$ cat src/rtl/dec_digit_assembler.sv
// Serial BCD digit receiver: accumulates MSD-first digits into a 16-bit binary value
// and presents it on a held valid/ready output. Optional macro: DIGIT_CHECK_EN.
module dec_digit_assembler (
    input  logic        clk,
    input  logic        rst,
    input  logic [3:0]  in_digit,
    input  logic        in_last,
    input  logic        in_valid,
    output logic        in_ready,
    output logic [15:0] out_value,
    output logic [2:0]  out_ndigits,
    output logic        out_ovf,
    output logic        out_err,
    output logic        out_valid,
    input  logic        out_ready
);

    localparam logic [0:0] S_ACC = 1'b0;
    localparam logic [0:0] S_OUT = 1'b1;

    logic [0:0]  r_state;
    logic [15:0] r_acc;
    logic [2:0]  r_ndig;
    logic        r_ovf;

    logic        w_accept;
    logic        w_consume;
    logic [3:0]  w_dig_eff;
    logic [19:0] w_sum;
    logic [2:0]  w_ndig_next;

    assign in_ready  = (r_state == S_ACC);
    assign out_valid = (r_state == S_OUT);
    assign w_accept  = in_valid & in_ready;
    assign w_consume = out_valid & out_ready;

`ifdef DIGIT_CHECK_EN
    logic w_bad_dig;
    logic r_err;

    // Non-BCD digits contribute zero but flag the whole number as erroneous.
    assign w_bad_dig = (in_digit > 4'd9);
    assign w_dig_eff = w_bad_dig ? 4'd0 : in_digit;
    assign out_err   = r_err;

    always_ff @(posedge clk or posedge rst) begin
        if (rst) begin
            r_err <= 1'b0;
        end else if (w_consume) begin
            r_err <= 1'b0;
        end else if (w_accept) begin
            r_err <= r_err | w_bad_dig;
        end
    end
`else
    assign w_dig_eff = in_digit;
    assign out_err   = 1'b0;
`endif

    // 20 bits holds 65535*10 + 15 without wrapping, so bits above 15 signal overflow.
    assign w_sum       = ({4'd0, r_acc} * 20'd10) + {16'd0, w_dig_eff};
    assign w_ndig_next = (r_ndig == 3'd7) ? 3'd7 : r_ndig + 3'd1;

    assign out_value   = r_acc;
    assign out_ndigits = r_ndig;
    assign out_ovf     = r_ovf;

    always_ff @(posedge clk or posedge rst) begin
        if (rst) begin
            r_state <= S_ACC;
            r_acc   <= 16'd0;
            r_ndig  <= 3'd0;
            r_ovf   <= 1'b0;
        end else begin
            case (r_state)
                S_ACC: begin
                    if (w_accept) begin
                        r_acc  <= w_sum[15:0];
                        r_ovf  <= r_ovf | (w_sum[19:16] != 4'd0);
                        r_ndig <= w_ndig_next;
                        if (in_last) begin
                            r_state <= S_OUT;
                        end
                    end
                end
                default: begin
                    if (w_consume) begin
                        r_acc   <= 16'd0;
                        r_ndig  <= 3'd0;
                        r_ovf   <= 1'b0;
                        r_state <= S_ACC;
                    end
                end
            endcase
        end
    end

endmodule

$ cat config.mk
export PLATFORM = sky130hd
export DESIGN_NAME = dec_digit_assembler
export DESIGN_NICKNAME = d
export VERILOG_FILES = /design/src/rtl/dec_digit_assembler.sv
export SDC_FILE = /design/constraint.sdc
export NUM_CORES = 1
export LEC_CHECK = 0
export CAP_MARGIN = 10
export CORE_UTILIZATION = 40
export CTS_BUF_LIST = sky130_fd_sc_hd__clkbuf_8
export DETAILED_ROUTE_END_ITERATION = 8
export GPL_ROUTABILITY_DRIVEN = 0
export PLACE_DENSITY = 0.7
export SLEW_MARGIN = 0
export SYNTH_ARGS = -nofsm -noshare
export SYNTH_HDL_FRONTEND = slang
export SYNTH_SLANG_ARGS = --single-unit
$ cat constraint.sdc
create_clock -name clk -period 3.36 [get_ports clk]
set_input_delay 0.672 -clock clk [delete_from_list [all_inputs] [get_ports clk]]
set_output_delay 0.672 -clock clk [all_outputs]
set_load 0.03 [all_outputs]
==> out/results.txt <==
Status: finished clean
IO Count: 32
Syn Area/Cell: 9.339 um^2
Post-Syn Nets: 267
Worst slew pin tran: 807.8 ps
Worst setup EP type: flip-flop
Die height: 74.32 um
Setup slack, reg-to-reg: 180 ps
CTS Hold Bufs: 0
Post-synth top area cell: dfrtp_1
Synth Register Bits: 21
P&R area growth vs syn: 24.82%
Primary FF master, synth: dfrtp_1
CP Class: flip-flop to flip-flop
Crit Path Max Fanout: 5
Drt wl/cell: 14.84 um
Max clock buf depth: 2
Post-synth top area share: 25.12%
DRT iter0 DRCs: 98
Number of port buffers: 30
Most frequent cell after synthesis: ha_1
Sink Count: 21
Clk_lat worst skew: 270 ps
Post-DP Area: 2517 um^2
Ys async rst share: 100.0%
Final design area excluding fillers: 2611 um^2
Core footprint: 4880 um^2
HP Start: out_ndigits[0]$_DFFE_PP0P_
Syn Inst Count: 224
HPWL Detailed: 3854 um
# setup viols final: 0
Final min period: 3181 ps
RSZ-0062 raised after global routing: false
Yosys warns: 0
Worst Hold Class: flip-flop to flip-flop
Register-to-Register Path Depth: 11
Nets: 308
Row cnt: 25
WHS Endpoint: out_ndigits[0]$_DFFE_PP0P_
Largest cells by area after synthesis: dfrtp_1 (25%), ha_1 (19%), nand2_1 (4.3%), xnor2_1 (4.2%), a21oi_1 (3.8%)
Die width: 74.32 um
Reg2reg start: out_value[1]$_DFFE_PP0P_
Unique masters post-synth: 52
Count of flip-flops with a built-in enable after synthesis: 0
CP startpoint kind: flip-flop
Antenna Cells: 0
Place WS: 23.73 ps
Vias in the first global route: 1685
Top cell types by occurrence after synthesis: ha_1 (32), nand2_1 (24), dfrtp_1 (21)
Fillers: 469
Clock Tree Root: clkbuf_8
Largest net degree at the start of global routing: 22
Initial antenna violation count: 0
Fin. Hold Viols: 0
Routed Antenna Nets: 0
Grt ovf: 0
Htree depth: 1
Tot GR Track Use: 19.02%
Worst relative slew slack: 46.09%
Worst Clk Skew: 8.134 ps
Hold path cells: 1
Cts bufs inserted: 3
Seq/Total Area, Yosys: 25.12%
Share of cells above drive strength 1: 13.26%
Max Slew Vio Count: 0
Setup TNS: 0 ps
Synthesized cell area: 2092 um^2
FF-to-FF End: out_ovf$_DFFE_PP0P_
Max Clk Rate: 0.3143 GHz
Final WS setup: 178.6 ps
Post-Route WL: 4913 um
Maxcap violations: 0
WP data required: 3510 ps
DR pass1 iterations: 4
Arrival @ worst endpoint: 3330 ps
Via density: 5.502
TritonCTS clock tree: yes
First-pass GRT wire length: 7990 um
Vias: 1821
Final worst path period share: 94.69%
Die Area: 5523 um^2
DRC viols: 0
Initial Util: 42.87%
Clock transition at path regs: 90 ps
## state kept, by name, summed over array words and instances, names as in the netlist
register,cells
out_ndigits,3
out_ovf,1
out_valid,1
out_value,16
## placed cells by master, fill, tap and decap left out, drive strengths merged, types with 2 or more instances in the layout
cell,n
buf,10
a21boi,2
nand2,24
a21oi,16
nor2,15
a211o,2
nand3,6
xor2,9
a22o,6
nor2b,4
clkbuf,3
o211ai,4
a211oi,3
inv,6
xnor2,10
dfrtp,21
and2,4
nand4,4
fa,2
a21o,3
or2,3
clkdlybuf4s50,30
ha,32
a2111oi,2
o21ai,18
mux2i,2
o21ba,2
o21a,3
nor4,2
## worst max-delay path, cell delays in order (launching register included)
cell and delay, ps:
dfrtp_1 390, ha_1 290, ha_1 230, fa_2 370, a211o_1 330, a2111o_1 420, o311ai_4 130, and4_1 260
and4bb_1 230, nand4_1 120, mux2i_1 210, o211ai_2 80
## how the worst max path moves through the flow
| stage | slack, ps | depth (start not counted) | start | to |
|---|---|---|---|---|
| global route | 30 | 11 | out_value[3]$_DFFE_PP0P_ | out_ovf$_DFFE_PP0P_ |
| global placement | 160 | 11 | out_value[1]$_DFFE_PP0P_ | out_value[15]$_DFFE_PP0P_ |
| finish | 180 | 11 | out_value[1]$_DFFE_PP0P_ | out_ovf$_DFFE_PP0P_ |
| CTS | 60 | 11 | out_value[1]$_DFFE_PP0P_ | out_value[15]$_DFFE_PP0P_ |
| detailed placement | 20 | 11 | out_value[1]$_DFFE_PP0P_ | out_value[15]$_DFFE_PP0P_ |
| floorplan | 20 | 11 | out_value[1]$_DFFE_PP0P_ | out_value[15]$_DFFE_PP0P_ |
## repair_timing
action	CTS	global route
endpoints found under the setup margin	1	2
hold endpoints to repair	0	0
pin swaps	0	3
setup buffers	0	2
resized for setup	1	4
## layer usage
metal	track usage, %	up-vias	share of wire [%]
met4	2.725	0	0.43
met2	30.91	63	47
met3	3.388	4	4.9
met1	27.07	845	48
met5	0	-	0
li1	-	909	-
## per-stage QoR
step                utilization [%]  hold slack (ps)  cells
floorplan                         -            648.5    224
global placement              51.59            509.3    325
detailed placement            51.59            518.6    325
CTS                           52.72            529.5    329
global route                  53.51            557.8    331
finish                        53.51            531.3    331
## area by class of cell
type                       instances  area (um^2)  area share [%]
clock buffer                       3        41.29           1.581
tap                               67        83.83           3.210
clock inverter                     1        5.005          0.1917
inverter                           6        22.52          0.8625
multi-input combinational        193         1558           59.65
timing repair buffer              40        375.4           14.37
sequential                        21        525.5           20.12
## kinds of logic after synthesis
kind of cell | synth area share [%]
buffers and inverters | 1.974
adders and majority gates | 21.05
AOI/OAI and AO/OA | 23.33
and+or+nand+nor | 19.08
other | 0.1793
xor gates and xnor gates | 8.314
DFF | 25.12
muxes | 0.9570
Power is not shown: default switching activity piles up to over one toggle a cycle in this logic, so the estimate is an artifact.
==> patch (config.mk and constraints unchanged) <==
Add a define of `DIGIT_CHECK_EN`.
--- a/src/rtl/dec_digit_assembler.sv
+++ b/src/rtl/dec_digit_assembler.sv
@@ -1,4 +1,6 @@
 // Serial BCD digit receiver: accumulates MSD-first digits into a 16-bit binary value
 // and presents it on a held valid/ready output. Optional macro: DIGIT_CHECK_EN.
+`define DIGIT_CHECK_EN
+
 module dec_digit_assembler (
     input  logic        clk,
Formal check against the unedited RTL: not equivalent (Yosys sat finds a counterexample within 4 cycles, from zero or initial values and one cycle with rst high).
==> patch against the original RTL <==
Sequential cell count increased by 1. Synthesized area increased by 1.5%. First-iteration DRC count fell by 5.1%. Die area rose by 1.4%. Design area rose by 0.24%. Wire length is 1.9% lower. Core utilization is 2.3 points lower. Worst setup slack improved by 0.073 ns. Critical path type unchanged. Critical endpoint unchanged. Highest routed layer unchanged.
==> patch: results (changes against the original RTL) <==
----------------------------------------------------
[Synthesis]
  Dominant cells by area after synthesis ... sky130_fd_sc_hd__dfrtp_1 (26%), sky130_fd_sc_hd__ha_1 (19%), sky130_fd_sc_hd__nand2_1 (4.6%), sky130_fd_sc_hd__o21ai_0 (4.2%), sky130_fd_sc_hd__xor2_1 (4.1%) (was sky130_fd_sc_hd__dfrtp_1 (25%), sky130_fd_sc_hd__ha_1 (19%), sky130_fd_sc_hd__nand2_1 (4.3%), sky130_fd_sc_hd__xnor2_1 (4.2%), sky130_fd_sc_hd__a21oi_1 (3.8%))
  Number of distinct standard cells referenced by the synthesized netlist ... 51 (was 52)
  Post-Synthesis Net Count ... 278 (was 267)
  Part of the Yosys area used for sequential elements ... 25.93% (was 25.12%)

[Setup path]
  Category of cells accounting for the largest share of critical-path delay ... adder cells (was compound AO/OA/AOI/OAI gates)
  Data arrival time of the worst path ... 3.25 ns (was 3.33 ns)
  Slowest library cell on the worst path ... sky130_fd_sc_hd__fa_1 (was sky130_fd_sc_hd__a2111o_1)
  Maximum net fanout on the critical path ... 4 (was 5)
  Number of cells on the critical path ... 10 (was 11)
  Worst-case register-to-register setup slack ... 0.25 ns (was 0.18 ns)
  Worst reg-to-reg path cell count ... 10 (was 11)
  Worst stage delay on the critical path ... 0.45 ns (was 0.42 ns)

[GRT]
  Global-route wire length before repair ... 7797 um (was 7990 um)
  Largest net degree at the start of global routing ... 23 (was 22)
  M2 GR Usage ... 31.13% (was 30.91%)
  Total routing usage reported by global routing ... 18.00% (was 19.02%)
  Met1 Use GR ... 24.22% (was 27.07%)
  Met3 routing resource usage after global routing ... 2.811% (was 3.388%)

[Hold path]
  Min-Delay Endpoint ... out_ndigits[2] (was out_ndigits[0])
  Startpoint of the worst hold path ... out_ndigits[2] (was out_ndigits[0])

[Placed design]
  Minimum setup slack after placement ... 0.001527 ns (was 0.02373 ns)
  Number of instances in the placed design ... 339 (was 325)
  IO buf count ... 31 (was 30)

[Drt]
  Wire length the detailed router placed on met1 ... 2311 um (was 2348 um)
  Drt total wl ... 4822 um (was 4913 um)
  Via density per instance ... 5.458 (was 5.502)
  Total length of routed met2 wires ... 2377 um (was 2300 um)
  Routed wire length on met3 ... 118 um (was 241 um)
  Via count ... 1872 (was 1821)

[Final layout]
  Fraction of layout cells with a size suffix above 1 ... 8.425% (was 13.26%)
  Count of nets after finishing ... 317 (was 308)
  Final Cell Area ... 2618 um^2 (was 2611 um^2)
  Fill count ... 516 (was 469)

[Timing]
  Final worst hold slack ... 0.5341 ns (was 0.5313 ns)
  Worst Skew ... 0.001545 ns (was 0.008134 ns)
  Transition at the pin with the smallest max-transition slack ... 0.8564 ns (was 0.8078 ns)
  Final critical delay including setup and external delays ... 3.108 ns (was 3.181 ns)

[Clock network]
  CTS-repair resized insts ... 0 (was 1)

[Outcome]
  Result of the run ... completed (unchanged)

----------------------------------------------------
## patch: cell types whose count changed after synthesis, sizes merged, moves of 3 or more
cell / delta
inv: +6
nor3: +5
nor2: -3
o21ai: +3
and2: -4
a31oi: +4
or3b: +3
a21oi: -3
## patch: cells by family (layout without fill, tap and decap cells)
| logic type | Yosys count | in the layout | synth area share [%] |
|---|---|---|---|
| and+or+nand+nor | 74 | 74 | 19.21 |
| buffers and inverters | 17 | 55 | 3.241 |
| muxes | 1 | 1 | 0.4714 |
| adders and majority gates | 34 | 34 | 20.74 |
| AOI/OAI and AO/OA | 68 | 68 | 22.22 |
| DFF | 22 | 22 | 25.93 |
| xor gates and xnor gates | 19 | 19 | 8.191 |
## patch: area by class of cell
cell class                      instances  share of cell area, %
Tap cell                               70                  3.346
Sequential cell                        22                  21.03
Clock buffer                            4                  2.103
Multi-Input combinational cell        196                  57.65
Inverter                               12                  1.721
Timing Repair Buffer                   39                  14.15
